$ cat config.mk
export PLATFORM = sky130hd
export DESIGN_NAME = eq_setting_ctrl
export DESIGN_NICKNAME = d
export VERILOG_FILES = /design/src/rtl/eq_pkg.sv /design/src/rtl/eq_gain_bank.sv /design/src/rtl/eq_setting_ctrl.sv
export SDC_FILE = /design/constraint.sdc
export NUM_CORES = 1
export LEC_CHECK = 0
export CORE_AREA = 5 5 108 110
export DETAILED_ROUTE_END_ITERATION = 10
export DIE_AREA = 0 0 113 115
export DONT_BUFFER_PORTS = 1
export PLACE_DENSITY = 0.44
export SYNTH_ARGS = -nofsm -noshare
export SYNTH_HDL_FRONTEND = slang
export SYNTH_SLANG_ARGS = --single-unit
$ cat constraint.sdc
create_clock -name i_clk -period 2.9 [get_ports i_clk]
set_input_delay 0.29 -clock i_clk [delete_from_list [all_inputs] [get_ports i_clk]]
set_output_delay 0.29 -clock i_clk [all_outputs]
set_load 0.01 [all_outputs]
$ cat src/rtl/eq_pkg.sv
// Shared definitions for the equaliser setting controller.
//   state_e          : controller state encoding (S_INIT..S_SETTING)
//   STATE_W          : width of the state encoding
//   sat_inc/sat_dec  : saturating gain step helpers
package eq_pkg;

    localparam int STATE_W = 2;

    typedef enum logic [STATE_W-1:0] {
        S_INIT    = 2'd0,
        S_IDLE    = 2'd1,
        S_RUN     = 2'd2,
        S_SETTING = 2'd3
    } state_e;

    function automatic int sat_inc(input int value, input int max_value);
        return (value >= max_value) ? max_value : value + 1;
    endfunction

    function automatic int sat_dec(input int value);
        return (value <= 0) ? 0 : value - 1;
    endfunction

endpackage

$ cat src/rtl/eq_gain_bank.sv
// Per-band equaliser gain register file.
// Ports:
//   i_clk, i_rst    : clock, asynchronous active-high reset
//   i_band          : band addressed by this cycle's edit
//   i_inc, i_dec    : step the addressed gain up / down; both together restore default
//   o_gains         : packed gains, band k at [k*GAIN_W +: GAIN_W]
//   o_gain_valid    : high for the cycle after any gain actually changed
module eq_gain_bank
    import eq_pkg::*;
#(
    parameter int NUM_BANDS    = 6,
    parameter int GAIN_W       = 4,
    parameter int GAIN_MAX     = 15,
    parameter int GAIN_DEFAULT = 8,
    parameter int BAND_W       = $clog2(NUM_BANDS)
) (
    input  logic                          i_clk,
    input  logic                          i_rst,
    input  logic [BAND_W-1:0]             i_band,
    input  logic                          i_inc,
    input  logic                          i_dec,
    output logic [NUM_BANDS*GAIN_W-1:0]   o_gains,
    output logic                          o_gain_valid
);

    logic [NUM_BANDS*GAIN_W-1:0] gains_d, gains_q;
    logic                        gain_valid_d, gain_valid_q;
    int                          cur_g, nxt_g;

    always_comb begin
        gains_d      = gains_q;
        gain_valid_d = 1'b0;
        cur_g        = 0;
        nxt_g        = 0;
        for (int k = 0; k < NUM_BANDS; k++) begin
            if ((BAND_W'(k) == i_band) && (i_inc || i_dec)) begin
                cur_g = int'(gains_q[k*GAIN_W +: GAIN_W]);
                if (i_inc && i_dec)
                    nxt_g = GAIN_DEFAULT;
                else if (i_inc)
                    nxt_g = sat_inc(cur_g, GAIN_MAX);
                else
                    nxt_g = sat_dec(cur_g);
                // Only a real change strobes; saturation or restoring the same value is silent.
                if (nxt_g != cur_g) begin
                    gains_d[k*GAIN_W +: GAIN_W] = GAIN_W'(nxt_g);
                    gain_valid_d                = 1'b1;
                end
            end
        end
    end

    always_ff @(posedge i_clk or posedge i_rst) begin
        if (i_rst) begin
            gains_q      <= {NUM_BANDS{GAIN_W'(GAIN_DEFAULT)}};
            gain_valid_q <= 1'b0;
        end else begin
            gains_q      <= gains_d;
            gain_valid_q <= gain_valid_d;
        end
    end

    assign o_gains      = gains_q;
    assign o_gain_valid = gain_valid_q;

endmodule

$ cat src/rtl/eq_setting_ctrl.sv
// Audio path control FSM: codec init handshake, DSP idle/run gating and
// key-driven editing of the per-band equaliser gains.
// Ports:
//   i_clk, i_rst                     : clock, asynchronous active-high reset
//   i_start/i_stop/i_up/i_down       : debounced single-cycle key pulses
//   i_switch                         : level, 1 = setting mode requested
//   i_init_done                      : I2C manager finished
//   o_init_start                     : I2C manager start request
//   o_dsp_en                         : DSP / record-play enable
//   o_state                          : current state encoding
//   o_band                           : selected band
//   o_gains, o_gain_valid            : packed gains and change strobe
//
// state     | meaning
// S_INIT    | waiting for codec init, o_init_start held high
// S_IDLE    | DSP off, start key enters S_RUN
// S_RUN     | DSP on, stop key returns to S_IDLE
// S_SETTING | editing band/gain; DSP follows the state we came from
module eq_setting_ctrl
    import eq_pkg::*;
#(
    parameter int NUM_BANDS    = 6,
    parameter int GAIN_W       = 4,
    parameter int GAIN_MAX     = 15,
    parameter int GAIN_DEFAULT = 8
) (
    input  logic                           i_clk,
    input  logic                           i_rst,
    input  logic                           i_start,
    input  logic                           i_stop,
    input  logic                           i_up,
    input  logic                           i_down,
    input  logic                           i_switch,
    input  logic                           i_init_done,
    output logic                           o_init_start,
    output logic                           o_dsp_en,
    output logic [STATE_W-1:0]             o_state,
    output logic [$clog2(NUM_BANDS)-1:0]   o_band,
    output logic [NUM_BANDS*GAIN_W-1:0]    o_gains,
    output logic                           o_gain_valid
);

    localparam int BAND_W = $clog2(NUM_BANDS);
    localparam logic [BAND_W-1:0] BAND_LAST = BAND_W'(NUM_BANDS - 1);

    state_e            state_d, state_q;
    state_e            ret_d, ret_q;
    logic [BAND_W-1:0] band_d, band_q;
    logic              init_start_d, init_start_q;
    logic              dsp_en_d, dsp_en_q;
    logic              gain_inc, gain_dec;

    always_comb begin
        state_d  = state_q;
        ret_d    = ret_q;
        band_d   = band_q;
        gain_inc = 1'b0;
        gain_dec = 1'b0;
        case (state_q)
            S_INIT: begin
                if (i_init_done) state_d = S_IDLE;
            end
            S_IDLE: begin
                if (i_switch) begin
                    state_d = S_SETTING;
                    ret_d   = S_IDLE;
                end else if (i_start) begin
                    state_d = S_RUN;
                end
            end
            S_RUN: begin
                if (i_switch) begin
                    state_d = S_SETTING;
                    ret_d   = S_RUN;
                end else if (i_stop) begin
                    state_d = S_IDLE;
                end
            end
            S_SETTING: begin
                if (!i_switch) begin
                    state_d = ret_q;
                end else begin
                    // Edit targets band_q, so a simultaneous band move edits the old band.
                    gain_inc = i_up;
                    gain_dec = i_down;
                    if (i_start && !i_stop)
                        band_d = (band_q == BAND_LAST) ? '0 : band_q + 1'b1;
                    else if (i_stop && !i_start)
                        band_d = (band_q == '0) ? BAND_LAST : band_q - 1'b1;
                end
            end
            default: state_d = S_INIT;
        endcase
        init_start_d = (state_d == S_INIT);
        dsp_en_d     = (state_d == S_RUN) || ((state_d == S_SETTING) && (ret_d == S_RUN));
    end

    always_ff @(posedge i_clk or posedge i_rst) begin
        if (i_rst) begin
            state_q      <= S_INIT;
            ret_q        <= S_IDLE;
            band_q       <= '0;
            init_start_q <= 1'b1;
            dsp_en_q     <= 1'b0;
        end else begin
            state_q      <= state_d;
            ret_q        <= ret_d;
            band_q       <= band_d;
            init_start_q <= init_start_d;
            dsp_en_q     <= dsp_en_d;
        end
    end

    eq_gain_bank #(
        .NUM_BANDS    (NUM_BANDS),
        .GAIN_W       (GAIN_W),
        .GAIN_MAX     (GAIN_MAX),
        .GAIN_DEFAULT (GAIN_DEFAULT),
        .BAND_W       (BAND_W)
    ) u_gain_bank (
        .i_clk        (i_clk),
        .i_rst        (i_rst),
        .i_band       (band_q),
        .i_inc        (gain_inc),
        .i_dec        (gain_dec),
        .o_gains      (o_gains),
        .o_gain_valid (o_gain_valid)
    );

    assign o_init_start = init_start_q;
    assign o_dsp_en     = dsp_en_q;
    assign o_state      = state_q;
    assign o_band       = band_q;

endmodule

# [Word-level counts from Yosys, hierarchy flattened]
# Index checks and enable logic that the tools add are counted.
[word_totals] reg_bits=34 input_bits=8 output_inout_bits=32 word_cells=141
[op_classes] addsub=14 magnitude_cmp=12 n_eq_ne=18 mux=60 n_reduce_logical=25
[ops] cell="$mux 32" n=30
[ops] cell="$ne 32x5->1" n=6
[ops] cell="$add 4x1->5 const B" n=6
[ops] cell="$sub 4x1->5 const B" n=6
[ops] cell="$ge 4x4->1 const B" n=6
[ops] cell="$le 4x1->1 const B" n=6
[ops] cell="$mux 1" n=16
[ops] cell="$mux 2" n=8
[ops] cell="$mux 3" n=4
[ops] cell="$reduce_and 2->1" n=6
[ops] cell="$eq 2x2->1 const B" n=5
[ops] cell="$logic_and 1x1->1" n=10
[ops] cell="$pmux 2 s4" n=1
[ops] cell="$eq 2x3->1 const A" n=2
[ops] cell="$eq 3x3->1 const A" n=2
[ops] cell="$logic_not 2->1" n=2
[ops] cell="$pmux 2 s2" n=1
[ops] cell="$add 3x1->3 const B" n=1
[ops] cell="$eq 1x3->1 const A" n=1
[ops] cell="$eq 3x3->1 const B" n=1
[ops] cell="$logic_not 3->1" n=1
[ops] cell="$reduce_and 3->1" n=1
[ops] cell="$sub 3x1->3 const B" n=1
[ops] cell="$eq 2x1->1 const B" n=1
[ops] cell="3 further kinds" n=5

# [Depth between registers and ports, before layout]
[logic_depth] ltp_word=18 depth_mapped=11 ltp_nobuf=9

# [Hierarchy]
# Synthesis repeated with hierarchy kept, for this count alone.
[hier_totals] hier_cells=395 area_unflattened_um2=3233.1
[modules_own_cells] mod="eq_gain_bank" n_inst=1 cells_each=327 area_each_um2=2580.0
[modules_own_cells] mod="eq_setting_ctrl" n_inst=1 cells_each=68 area_each_um2=653.1

# [Worst setup path before layout]
# No wires, ideal clock.
[synth_timing] path_kind="reg2reg" start="register state_q[0], in the netlist o_state[0]" end="register u_gain_bank.gain_valid_q, in the netlist u_gain_bank.o_gain_valid" arrival_ns=2.406 path_slack_ns=0.363 stages_incl_launch_ff=10 path_buffers=1 synth_period_minus_slack_ns=2.537 cell_sequence="dfrtp_1 > ha_1 > buf_4 > nand3_1 > nor3_1 > nor2_1 > xnor2_1 > o311ai_0 > nand4_1 > or3b_1"
[synth_via] elab_chain_cells=18 word_cells_on_any_way=47
[synth_lines] element="start: declaration" line="eq_setting_ctrl.sv:46" text="state_e state_d, state_q;"
[synth_lines] element="start signal: assignment" line="eq_setting_ctrl.sv:106" text="state_q <= state_d;"
[synth_lines] element="$eq 2x2->1 (*)" line="eq_setting_ctrl.sv:59" text="case (state_q)"
[synth_lines] element="$mux 1" line="eq_setting_ctrl.sv:59"
[synth_lines] element="$mux 32 / $logic_and 1x1->1 (equally long branches)" line="eq_gain_bank.sv:40, eq_gain_bank.sv:38"
[synth_lines] element="$mux 32" line="eq_gain_bank.sv:38" text="if (i_inc && i_dec)"
[synth_lines] element="$mux 32" line="eq_gain_bank.sv:36" text="if ((BAND_W'(k) == i_band) && (i_inc || i_dec)) begin"
[synth_lines] element="$ne 32x5->1" line="eq_gain_bank.sv:45" text="if (nxt_g != cur_g) begin"
[synth_lines] element="$mux 1" line="eq_gain_bank.sv:45"
[synth_lines] element="$mux 1" line="eq_gain_bank.sv:36"
[synth_lines] element="(+3 left out)"
[synth_lines] element="$mux 1" line="eq_gain_bank.sv:36"
[synth_lines] element="$mux 1" line="eq_gain_bank.sv:45"
[synth_lines] element="$mux 1" line="eq_gain_bank.sv:36"
[synth_lines] element="$mux 1" line="eq_gain_bank.sv:45"
[synth_lines] element="$mux 1" line="eq_gain_bank.sv:36"
[synth_lines] element="$mux 1" line="eq_gain_bank.sv:45"
[synth_lines] element="$mux 1 (*)" line="eq_gain_bank.sv:36"
[synth_lines] element="named net u_gain_bank.gain_valid_d" line="eq_gain_bank.sv:27" text="logic gain_valid_d, gain_valid_q;"
[synth_lines] element="end signal: assignment" line="eq_gain_bank.sv:59" text="gain_valid_q <= gain_valid_d;"
[synth_lines] element="end: declaration" line="eq_gain_bank.sv:27"
# The timed path passes the listed nets; every way through them passes the cells marked *. The select of a mux whose other input is x is not followed.
# A chain may end at the register's enable or synchronous reset.

# [Worst setup path in the final report]
[layout_timing] start="register state_q[1], in the netlist o_state[1]" end="register u_gain_bank.gain_valid_q, in the netlist u_gain_bank.o_gain_valid"
# Same word-level chain as after synthesis.

==> key figures <==
Status
  – Status: complete, no violations

Worst setup path
  – Worst Reg-to-Reg Cells: 9
  – Worst-path fanout max: 31
  – CP arrival: 2.80 ns
  – Worst setup EP type: flop
  – Startpoint Class: flop
  – Required time of the critical path: about 3.1 ns
  – Worst stage delay on the critical path: 0.37 ns
  – Buf/Inv on CP: 1
  – CP Cell Sequence: ha_1 -> and3_1 -> buf_12 -> o22ai_1 -> a222oi_1 -> xnor2_1 -> o31ai_4 -> nand4_1 -> or3b_1
  – Family with the most delay on the worst path: compound AO/OA/AOI/OAI gates
  – Slowest CP cell: a222oi_1
  – Critical path class: flop to flop
  – CP Depth: 9

Clock network
  – CTS-repair resized insts: 0
  – Num CTS Buffers: 5
  – Clock-pin slew on the worst setup and hold paths: approximately 0.08 ns
  – CTS tree: yes
  – Post-CTS Setup Bufs: 0
  – Hold Buf Count CTS: 0
  – Clock Latency Late Sink: between 0.2 and 0.3 ns
  – Clk sinks: 34
  – CTS root buf: clkbuf_8
  – H-tree Lvls: 2
  – Clock tree buffer depth: 2

Synthesis
  – Synth top cells by count: nor2_1 (38), o21ai_0 (30), a21oi_1 (29)
  – Number of synthesized flops with an enable pin: 0
  – Register area share after synthesis: 0.280
  – Async SR Flop Fraction: 1.00
  – Yosys Warn Count: 0
  – Post-Syn Area: between 3000 and 4000 um^2
  – Cells after Synth: around 390
  – Most common flop cell mapped by yosys: dfrtp_1
  – Post-synth top area share: 0.211
  – Synth Net Count: between 400 and 500
  – Biggest area consumer among synthesized cells: dfrtp_1
  – Yosys cell types: 60
  – Syn_area_per_cell: approximately 8 um^2
  – Largest cells by area after synthesis: dfrtp_1 (21%), ha_1 (8.5%), dfstp_2 (6.8%)
  – Count leader, synth: nor2_1
  – FF+latch count, synth: 34

Timing
  – Clock Skews: roughly 0.0067 ns
  – # setup viols final: 0
  – Slew Limit Headroom: 0.476
  – Fmax: ~380 MHz
  – RSZ-0062 raised after global routing: no
  – Worst Hold Slack: between 0.02 and 0.03 ns
  – Fin. Hold Viols: 0
  – Worst Tran Pin Value: between 0.7 and 0.8 ns
  – Pins Over Slew Limit: 0
  – Post-Route Setup TNS: 0 ns
  – Final cycle utilization of the critical path: 0.906
  – Min cycle time layout: between 2 and 3 ns
  – Final WS setup: ~0.27 ns

Die
  – Die width: between 100 and 150 um
  – Core area: ~11,000 um^2
  – IO Pins: 40
  – Starting density of the core: 0.290
  – Die area: about 13,000 um^2
  – Std-Cell Rows: 38
  – Die Height: around 120 um

Global route
  – Global-route wire length before repair: about 14 mm
  – Number of global-route vias before repair: ~2,700
  – Initial antenna violation count: 0
  – Largest net degree at the start of global routing: 32
  – GRT Util Overall: 0.128
  – GRT Residual Overflow: 0

Route
  – Final WL: 8.31 mm
  – Via/cell ratio: around 5.3
  – Routed via count: roughly 2,800
  – Antenna Violating Nets Remaining: 0
  – Routed WL per cell: 15.8 um
  – Residual DRC: 0
  – DR iter-0 viols: 153
  – DR pass1 iterations: 4

Pwr
  – Switching pwr: slightly above 1 mW
  – Worst VDD drop: 275 uV
  – Switching Share: 0.428
  – Overall power: 2.36 mW
  – Comb pwr share: 0.465
  – Clock share of power: 0.193
  – Power Internal: roughly 1.3 mW
  – Leakage power total: 1.41 nW
  – Power density over the cells: roughly 700 nW/um^2
  – Part of the power in registers: 0.342

Placed design
  – Dpl cell area: about 3300 um^2
  – Worst slack, placed: around 0.27 ns
  – GPL Wtd Cong: approximately 0.82
  – Dpl hpwl: 6.16 mm
  – Port bufs: 0

Final layout
  – Syn-to-layout area delta: 9.84%
  – Share of layout cells above drive strength 1: 0.121
  – Nets: just over 400
  – Area occupied by multi-input gates: around 2000 um^2
  – Diodes inserted: 0
  – FILL cells: approximately 1,100
  – Storage element area: approximately 860 um^2
  – Design Area, Final: 3380 um^2

Worst hold path
  – Tightest Hold Check Type: primary input to async pin

Run
  – Maxcap violations: 0
logic make-up (layout without fill, tap and decap cells):
| kind of cell | after synthesis | in the layout | synth area share |
|---|---|---|---|
| DFF | 34 | 34 | 0.280 |
| and+or+nand+nor | 138 | 138 | 0.234 |
| xor gates and xnor gates | 9 | 9 | 0.0256 |
| muxes | 16 | 16 | 0.0549 |
| buffers and inverters | 50 | 50 | 0.0687 |
| AOI/OAI and AO/OA | 119 | 119 | 0.252 |
| adders and majority gates | 21 | 21 | 0.0854 |
cells in the final DEF, fill, tap and decap left out, types with 3 or more instances in the layout:
cell type	netlist	layout
o31ai_1	4	4
and3_1	6	6
a21boi_0	3	3
buf_4	3	15
and2_1	3	3
xnor2_1	8	8
dfrtp_1	26	26
dfstp_2	8	8
o221ai_1	4	4
nor2_1	38	38
a22o_1	3	3
ha_1	21	21
nor2b_1	5	5
or3_1	4	4
nand2b_1	8	8
o21ai_0	30	30
clkbuf_8	0	5
nand3_1	20	20
mux2i_1	9	9
a31oi_1	9	9
a21oi_1	29	29
nand4_1	4	4
mux2_2	7	7
inv_1	26	26
nand2_1	20	20
nor3_1	11	11
o311ai_0	3	3
nor3b_1	10	10
a22oi_1	3	3
o22ai_1	7	7
flip-flops by register name, summed over array words and instances (netlist names):
| register | cells |
|---|---|
| o_state | 2 |
| o_init_start | 1 |
| u_gain_bank.o_gains | 24 |
| o_band | 3 |
| o_dsp_en | 1 |
| ret_q | 2 |
| u_gain_bank.o_gain_valid | 1 |
stage by stage:
stage           util  std cells
2_1_floorplan      -        387
3_3_place_gp   0.309        519
3_5_place_dp   0.309        519
4_1_cts        0.319        527
5_1_grt        0.319        527
6_report       0.319        527
metal layers:
layer,vias up,share of wire,track usage,wire [um]
li1,1407,-,-,-
met1,1329,0.46,0.167,3850
met4,0,0.013,0.0385,107
met3,6,0.057,0.0342,471
met5,-,0,0,0
met2,60,0.47,0.209,3880
worst register-to-register path: stages (launching register included):
cell and delay (ns):
dfrtp_1 0.36, ha_1 0.31, and3_1 0.25, buf_12 0.18
o22ai_1 0.11, a222oi_1 0.37, xnor2_1 0.17, o31ai_4 0.27
nand4_1 0.11, or3b_1 0.37
power groups by stage:
stage | registers, mW | clock network [mW] | logic [mW]
finish | 0.806 | 0.456 | 1.09
global route | 0.833 | 0.493 | 1.25
CTS | 0.809 | 0.472 | 1.10
detailed placement | 0.819 | 0 | 1.09
global placement | 0.822 | 0 | 1.10
floorplan | 0.758 | 0 | 0.884
final timing paths:
check	from	end	slack [ns]
worst max-delay path	o_state[1]	u_gain_bank.o_gain_valid	0.27
worst min register to register	ret_q[0]	ret_q[0]	0.54
min in group i_clk	i_switch	ret_q[0]	0.16
max in group asynchronous	i_rst	u_gain_bank.o_gains[11]	2.08
worst max register to register	o_state[1]	u_gain_bank.o_gain_valid	0.27
worst min-delay path	i_rst	o_band[2]	0.03
final cells by class:
| type | count | area share |
|---|---|---|
| multi-input combinational | 303 | 0.593 |
| inverter | 26 | 0.0289 |
| clock inverter | 3 | 0.0118 |
| sequential | 34 | 0.255 |
| tap | 140 | 0.0518 |
| timing repair buffer | 16 | 0.0392 |
| clock buffer | 5 | 0.0204 |
Power figures use the tool's default switching activity.
